File: config.mk
export PLATFORM = sky130hd
export DESIGN_NAME = pic_core_param
export DESIGN_NICKNAME = d
export VERILOG_FILES = /design/src/rtl/pic_core_param.sv
export SDC_FILE = /design/constraint.sdc
export NUM_CORES = 1
export LEC_CHECK = 0
export ABC_AREA = 1
export BUFFER_PORTS_ARGS = -buffer_cell sky130_fd_sc_hd__buf_2
export CAP_MARGIN = 20
export CORE_MARGIN = 2
export CORE_UTILIZATION = 55
export DETAILED_ROUTE_END_ITERATION = 6
export PLACE_DENSITY = 0.89
export SLEW_MARGIN = 25
export SYNTH_ARGS = -nofsm -noshare
export SYNTH_HDL_FRONTEND = slang
export SYNTH_SLANG_ARGS = --single-unit
File: constraint.sdc
create_clock -name clk -period 8.4 [get_ports clk]
set_input_delay 1.26 -clock clk [delete_from_list [all_inputs] [get_ports clk]]
set_output_delay 1.26 -clock clk [all_outputs]
set_load 0.01 [all_outputs]
File: src/rtl/pic_core_param.sv
// rtl/pic_core_param.sv - parametrised 8259-style programmable interrupt controller core
//
// Ports:
//   clk, rst_n         : clock, asynchronous active-low reset
//   irq                : request lines, synchronous to clk
//   wr_en/addr/wdata   : register write port (0 CTRL, 1 VEC_BASE, 2 MASK, 3 EOI)
//   inta_n             : CPU acknowledge, active-low pulses
//   int_o              : registered interrupt request to the CPU
//   vec_out/vec_valid  : vector presented during the second acknowledge pulse
//   irr_o/isr_o        : request and in-service registers
module pic_core_param #(
    parameter int NUM_IRQ = 8,
    parameter int VEC_W   = 8,
    parameter int DW      = 16
) (
    input  logic               clk,
    input  logic               rst_n,
    input  logic [NUM_IRQ-1:0] irq,
    input  logic               wr_en,
    input  logic [1:0]         addr,
    input  logic [DW-1:0]      wdata,
    input  logic               inta_n,
    output logic               int_o,
    output logic [VEC_W-1:0]   vec_out,
    output logic               vec_valid,
    output logic [NUM_IRQ-1:0] irr_o,
    output logic [NUM_IRQ-1:0] isr_o
);
    localparam int ID_W = $clog2(NUM_IRQ);

    typedef enum logic [1:0] {S_IDLE, S_ACK1, S_ACK2} state_t;

    state_t             r_state;
    logic [NUM_IRQ-1:0] r_irr, r_isr, r_mask, r_irq_prev;
    logic [2:0]         r_ctrl;         // {AEOI, ROT, LTIM}
    logic [VEC_W-1:0]   r_vec_base, r_vec;
    logic [ID_W-1:0]    r_ptr, r_id;
    logic               r_spurious, r_inta_prev, r_int, r_vec_valid;

    logic [NUM_IRQ-1:0] w_req, w_isr_set, w_isr_clr;
    logic [ID_W-1:0]    w_req_id, w_isr_id, w_req_rank, w_isr_rank, w_eoi_id;
    logic               w_req_any, w_isr_any, w_pending, w_inta_fall;
    logic               w_eoi, w_eoi_spec, w_eoi_hit, w_aeoi, w_ack;
    logic               w_unused_ok;

    function automatic logic [ID_W-1:0] wrap_add(input logic [ID_W-1:0] a, input int b);
        return ID_W'((int'(a) + b) % NUM_IRQ);
    endfunction

    function automatic logic [NUM_IRQ-1:0] onehot(input logic [ID_W-1:0] k);
        return NUM_IRQ'(1) << k;
    endfunction

    assign w_inta_fall = r_inta_prev && !inta_n;
    assign w_unused_ok = &{1'b0, wdata};

    // Priority scan starting at ptr; scanning from the lowest priority upwards
    // lets the last hit be the winner, and its loop index is its rank.
    always_comb begin
        w_req      = r_irr & ~r_mask;
        w_req_any  = 1'b0;
        w_req_id   = '0;
        w_req_rank = '0;
        w_isr_any  = 1'b0;
        w_isr_id   = '0;
        w_isr_rank = '0;
        for (int i = NUM_IRQ - 1; i >= 0; i--) begin
            if (w_req[wrap_add(r_ptr, i)]) begin
                w_req_any  = 1'b1;
                w_req_id   = wrap_add(r_ptr, i);
                w_req_rank = ID_W'(i);
            end
            if (r_isr[wrap_add(r_ptr, i)]) begin
                w_isr_any  = 1'b1;
                w_isr_id   = wrap_add(r_ptr, i);
                w_isr_rank = ID_W'(i);
            end
        end
        w_pending = w_req_any && (!w_isr_any || (w_req_rank < w_isr_rank));
    end

    always_comb begin
        w_eoi      = wr_en && (addr == 2'd3);
        w_eoi_spec = wdata[DW-1];
        w_eoi_id   = w_eoi_spec ? wdata[ID_W-1:0] : w_isr_id;
        // Only a clear that actually removes an ISR bit may move the pointer.
        w_eoi_hit  = w_eoi && (w_eoi_spec ?
                     ((int'(wdata[ID_W-1:0]) < NUM_IRQ) && r_isr[wdata[ID_W-1:0]]) :
                     w_isr_any);
        w_aeoi     = (r_state == S_ACK2) && inta_n && r_ctrl[2] && !r_spurious;
        w_ack      = (r_state == S_IDLE) && w_inta_fall;
        w_isr_clr  = '0;
        if (w_eoi_hit) w_isr_clr = w_isr_clr | onehot(w_eoi_id);
        if (w_aeoi)    w_isr_clr = w_isr_clr | onehot(r_id);
        w_isr_set  = (w_ack && w_pending) ? onehot(w_req_id) : '0;
    end

    always_ff @(posedge clk or negedge rst_n) begin
        if (!rst_n) begin
            r_state     <= S_IDLE;
            r_irr       <= '0;
            r_isr       <= '0;
            r_mask      <= '1;
            r_irq_prev  <= '0;
            r_ctrl      <= '0;
            r_vec_base  <= '0;
            r_vec       <= '0;
            r_ptr       <= '0;
            r_id        <= '0;
            r_spurious  <= 1'b0;
            r_inta_prev <= 1'b1;
            r_int       <= 1'b0;
            r_vec_valid <= 1'b0;
        end else begin
            r_irq_prev  <= irq;
            r_inta_prev <= inta_n;

            // Edge mode: a fresh edge beats the acknowledge clear on the same bit.
            if (r_ctrl[0]) r_irr <= irq;
            else           r_irr <= (r_irr & ~w_isr_set) | (irq & ~r_irq_prev);

            r_isr <= (r_isr & ~w_isr_clr) | w_isr_set;

            if (wr_en) begin
                case (addr)
                    2'd0:    r_ctrl     <= wdata[2:0];
                    2'd1:    r_vec_base <= wdata[VEC_W-1:0];
                    2'd2:    r_mask     <= wdata[NUM_IRQ-1:0];
                    default: ;
                endcase
            end

            if (!r_ctrl[1])     r_ptr <= '0;
            else if (w_aeoi)    r_ptr <= wrap_add(r_id, 1);
            else if (w_eoi_hit) r_ptr <= wrap_add(w_eoi_id, 1);

            // int_o is held low for the whole handshake, including its first cycle.
            r_int <= (r_state == S_IDLE && !w_inta_fall) ? w_pending : 1'b0;

            case (r_state)
                S_IDLE: if (w_inta_fall) begin
                    r_state    <= S_ACK1;
                    r_spurious <= !w_pending;
                    r_id       <= w_pending ? w_req_id : ID_W'(NUM_IRQ - 1);
                end
                S_ACK1: if (w_inta_fall) begin
                    r_state     <= S_ACK2;
                    r_vec       <= r_vec_base + VEC_W'(r_id);
                    r_vec_valid <= 1'b1;
                end
                S_ACK2: if (inta_n) begin
                    r_state     <= S_IDLE;
                    r_vec_valid <= 1'b0;
                end
                default: r_state <= S_IDLE;
            endcase
        end
    end

    assign int_o     = r_int;
    assign vec_out   = r_vec;
    assign vec_valid = r_vec_valid;
    assign irr_o     = r_irr;
    assign isr_o     = r_isr;
endmodule

# Yosys cells after proc, flatten, opt, wreduce, memory -nomap -nowiden

Index checks and enable logic that the tools add are counted.
Widths: inputs -> output; s select.

Add/sub/neg operators: 10
Order comparisons: 10
Eq/ne operators: 9
Shifts and indexed selects: 3
Multiplexer cells: 100
Bitwise logic cells: 11
Reduce and logical (&&, ||, !) cells: 26

Operator list:

| cell                | number |
|---|---|
| $mux 3              | 37 |
| $bmux 1 s3          | 17 |
| $mux 1              | 37 |
| $lt 3x4->1 const B  | 9 |
| $and 8x8->8         | 4 |
| $mux 8              | 4 |
| $not 8->8           | 4 |
| $or 8x8->8          | 3 |
| $shl 1x3->8 const A | 3 |
| $add 3x3->3 const B | 4 |
| $logic_and 1x1->1   | 10 |
| $reduce_and 2->1    | 5 |
| $add 3x1->3 const B | 3 |
| $add 8x3->8         | 1 |
| $add 3x2->3 const B | 2 |
| $eq 2x2->1 const B  | 3 |
| $mux 2              | 3 |
| $ne 2x2->1 const B  | 3 |
| $pmux 2 s3          | 1 |
| $reduce_and 3->1    | 2 |
| $logic_not 1->1     | 5 |
| $eq 2x1->1 const B  | 2 |
| $logic_not 2->1     | 2 |
| $lt 3x3->1          | 1 |
| other kinds (4)     | 4 |

Flip-flop bits (word level): 63

# Longest topological paths before layout

Depth after elaboration: 21
Mapped depth: 25
Mapped depth without buffers: 22

# Worst setup path after synthesis

OpenSTA, ideal clock, no wires.

Path kind: reg-to-reg
Start point: reg r_ptr[1]
End point: reg r_irr[4], in the netlist irr_o[4]
Arrival time: 3.048 ns
Setup slack: 5.230 ns
Stages on the path, launching flop included: 19
Path buffers: 2
Period minus slack after synthesis: 3.170 ns
Cells stage by stage: dfrtp_1 inv_2 buf_2 ha_1 inv_1 clkbuf_1 nand3_1 nand3_1 nand2_1 nor2_1 inv_1 nor4_1 ha_1 a21oi_1 nand2_2 nand2_4 nand4_4 o21bai_1 nand2_1

Word-level cells in the longest chain between the ends: 20
Elaborated cells on any way between the ends: 90
Those cells by class: add/sub (7); order compare (1); shift (1); mux (74); bitwise (3); reduce/logical (4)

Ends and longest elaborated chain:

| what                                                 | RTL line | source |
|---|---|---|
| start: declaration                                   | 37       | `logic [ID_W-1:0] r_ptr, r_id;` |
| start signal: assignment                             | 134      | `else if (w_aeoi) r_ptr <= wrap_add(r_id, 1);` |
| start signal: assignment                             | 135      | `else if (w_eoi_hit) r_ptr <= wrap_add(w_eoi_id, 1);` |
| $add 3x3->3                                          | 47       | `return ID_W'((int'(a) + b) % NUM_IRQ);` |
| $bmux 1 s3 (on tied branches)                        | 68, 73   |  |
| $mux 1 (on tied branches)                            | 68, 73   |  |
| $mux 3, or another cell as far along (8 in a row)    | 68       | `if (w_req[wrap_add(r_ptr, i)]) begin` |
| $lt 3x3->1 / $logic_not 1->1 (equally long branches) | 79       | `w_pending = w_req_any && (!w_isr_any \|\| (w_req_rank < w_isr_rank));` |
| $logic_or 1x1->1                                     | 79       |  |
| $logic_and 1x1->1                                    | 79       |  |
| $logic_and 1x1->1                                    | 95       | `w_isr_set = (w_ack && w_pending) ? onehot(w_req_id) : '0;` |
| $mux 8 *                                             | 95       |  |
| $not 8->8 *                                          | 120      | `else r_irr <= (r_irr & ~w_isr_set) \| (irq & ~r_irq_prev);` |
| $and 8x8->8 *                                        | 120      |  |
| $or 8x8->8 *                                         | 120      |  |
| $mux 8 *                                             | 119      | `if (r_ctrl[0]) r_irr <= irq;` |
| end signal: assignment                               | 119      |  |
| end signal: assignment                               | 120      |  |
| end: declaration                                     | 34       | `logic [NUM_IRQ-1:0] r_irr, r_isr, r_mask, r_irq_prev;` |

Every way passes the cells marked *; elsewhere a longest branch is shown, timed or not. The select of a mux whose other input is x is not followed.
A chain may end at the register's enable or synchronous reset.

# Worst setup path after layout

Start point: reg r_ptr[0]
End point: reg r_irr[1], in the netlist irr_o[1]

The elaborated chain is that of the path after synthesis.

==> metrics.md <==
| Metric | Value |
|---|---|
| Status | completed |
| Worst path arrival time | 4.61 ns |
| Ys flop type | dfrtp_1 |
| RSZ-0062 raised after global routing | false |
| TritonCTS clock tree | done |
| Drt initial violations | 285 |
| Final hold violation count | 0 |
| DRT antenna net count | 0 |
| Initial Util | 55.8% |
| # diodes | 0 |
| Critical path endpoint category | flop |
| Min Tclk post-route | 4.37 ns |
| Row count | 32 |
| Post_cts resized | 0 |
| Final period util | 52.0% |
| Port Buffers | 48 |
| DRC | 0 |
| Post-CTS setup buffers | 0 |
| Register bit count reported by yosys | 63 |
| Num ports | 56 |
| Max-slew violations | 0 |
| Synthesis-to-layout area growth | 12.6% |
| Die area | 0.00843 mm² |
| GPL Wtd Cong | 0.920 |
| FMAX | 229 MHz |
| Worst slack, placed | 4.20 ns |
| Commonest non-fill, non-tap cells in the layout | 173 x nand2_1, 105 x nand3_1, 70 x inv_1 |
| Core box area | 0.00761 mm² |
| Antenna violations before repair | 0 |
| Routed via count | 4,298 |
| Worst-path fanout max | 21 |
| Fillers | 662 |
| Area of the mapped netlist | 0.00424 mm² |
| Max Cap Viol | 0 |
| Setup WS post-layout | 4.03 ns |
| Drt pass-1 iters | 5 |
| CTS Buf Count | 9 |
| Worst slew pin tran | 0.771 ns |
| Max Root-Sink Buffers | 2 |
| Synth Instances | 605 |
| Synth Area per Inst | 7.01 µm² |
| Largest net degree at the start of global routing | 64 |
| Vias/cell | 5.66 |
| Register area | 0.00159 mm² |
| Max-slew headroom at the worst pin | 48.6% |
| Width of the die | 91.8 µm |
| Ys Warns | 0 |
| CP required | 8.65 ns |
| Layout cells sized above 1 | 18.0% |
| HPWL Detailed | 8.42 mm |
| Setup violators final | 0 |
| Number of synthesized flops with an enable pin | 0 |
| Total clock sinks | 63 |
| Most common cell after layout, fill and taps aside | nand2_1 |
| Post-synth ARST share | 100% |
| Sequential fraction of the synthesis area | 37.4% |
| Final wirelength | 11.3 mm |
| Synth cell types | 38 |
| Multi-input gate area | 0.00227 mm² |
| Fin Setup TNS | 0 ns |
| Total GRT Usage | 29.1% |
| Post-Syn Nets | 644 |
| CTS Hold Bufs | 0 |
| CTS H-Tree Depth | 3 |
| Grt total ovfl | 0 |
| Startpoint Class | flop |
| Root Driver | clkbuf_8 |
| Worst-skew pair later-pin latency | 0.36 ns |
| Worst min path class | reg2reg |
| Routed length per instance | 14.9 µm |
| CP Class | reg2reg |
| Chip height | 91.8 µm |
| Final nets | 691 |
| CTS clk-pin slew, worst paths | 0.08 ns |
| Clk_skew | 0.00896 ns |
| Vias in the first global route | 4,321 |
| First-pass GRT wire length | 19.5 mm |
## layout make-up
type                    instances  share of cell area, %
clock inverters                 5                   1.68
clock buffers                  11                   3.17
multi-input cells             446                   47.5
inverters                      83                   6.53
well taps                     102                   2.67
repair buffers                 49                   5.19
flip-flops and latches         63                   33.3
## path summary, 6_finish.rpt
path	start	end	slack, ns	depth (start not counted)
worst max-delay path	r_ptr[0]	irr_o[1]	4.03	16
worst min-delay path	vec_valid	vec_valid	0.47	2
worst max register to register	r_ptr[0]	irr_o[1]	4.03	16
worst min register to register	vec_valid	vec_valid	0.47	2
max in group asynchronous	rst_n	vec_out[1]	6.83	2
min in group asynchronous	rst_n	vec_out[6]	1.05	2
## layer usage
metal,vias up,wire [µm],GRT usage (%)
li1,2071,-,-
met1,1990,4750,37.1
met2,195,5390,47.7
met3,42,779,6.24
met4,0,395,13.1
met5,-,0,0
## cell families after synthesis
logic type	share of synthesized area, %
AOI/OAI and AO/OA	12.6
DFF	37.4
buffers and inverters	9.09
and+or+nand+nor	36.0
adders and majority gates	2.83
xor gates and xnor gates	1.98
## metrics by stage
stage	utilization [%]	cell area, µm²	std cells	hold slack [ns]
floorplan	-	4240	605	0.453
global placement	59.7	4540	743	0.451
detailed placement	59.7	4540	743	0.454
CTS	62.8	4770	759	0.471
global route	62.8	4770	759	0.506
finish	62.8	4770	759	0.467
## state kept, by name, indices dropped and copies added (netlist names)
name,cells
irr_o,8
isr_o,8
r_irq_prev,8
r_mask,8
r_vec_base,8
vec_out,8
r_ctrl,3
r_id,3
r_ptr,3
r_state,2
int_o,1
r_inta_prev,1
r_spurious,1
vec_valid,1
## Yosys cell counts, types with 4 or more instances
| cell | count | share of area, % |
|---|---|---|
| nand2_1 | 173 | 15 |
| nand3_1 | 105 | 12 |
| inv_1 | 70 | 6.2 |
| dfrtp_1 | 54 | 32 |
| o21ai_0 | 39 | 4.6 |
| nor2_1 | 29 | 2.6 |
| a21oi_1 | 24 | 2.8 |
| inv_2 | 13 | 1.2 |
| nand2_2 | 11 | 1.6 |
| dfstp_2 | 9 | 5.6 |
| o21ai_1 | 9 | 1.1 |
| ha_1 | 8 | 2.4 |
| nand3_2 | 7 | 1.7 |
| o21bai_1 | 7 | 1.2 |
| clkbuf_1 | 6 | 0.53 |
| buf_4 | 4 | 0.71 |
## worst max-delay path: stages, from the launching register on
cell and delay [ns]:
dfrtp_1 0.80, inv_2 0.36, ha_1 0.56, inv_1 0.42, nand3_1 0.19, nand3_1 0.16, nand2_1 0.12, nor2_1 0.16
inv_1 0.07, nor4_1 0.27, ha_1 0.30, a21oi_1 0.18, nand2_2 0.10, nand2_4 0.12, nand4_4 0.14, o21bai_1 0.24
nand2_1 0.08
Power is not shown: default switching activity piles up to over one toggle a cycle in this logic, so the estimate is an artifact.
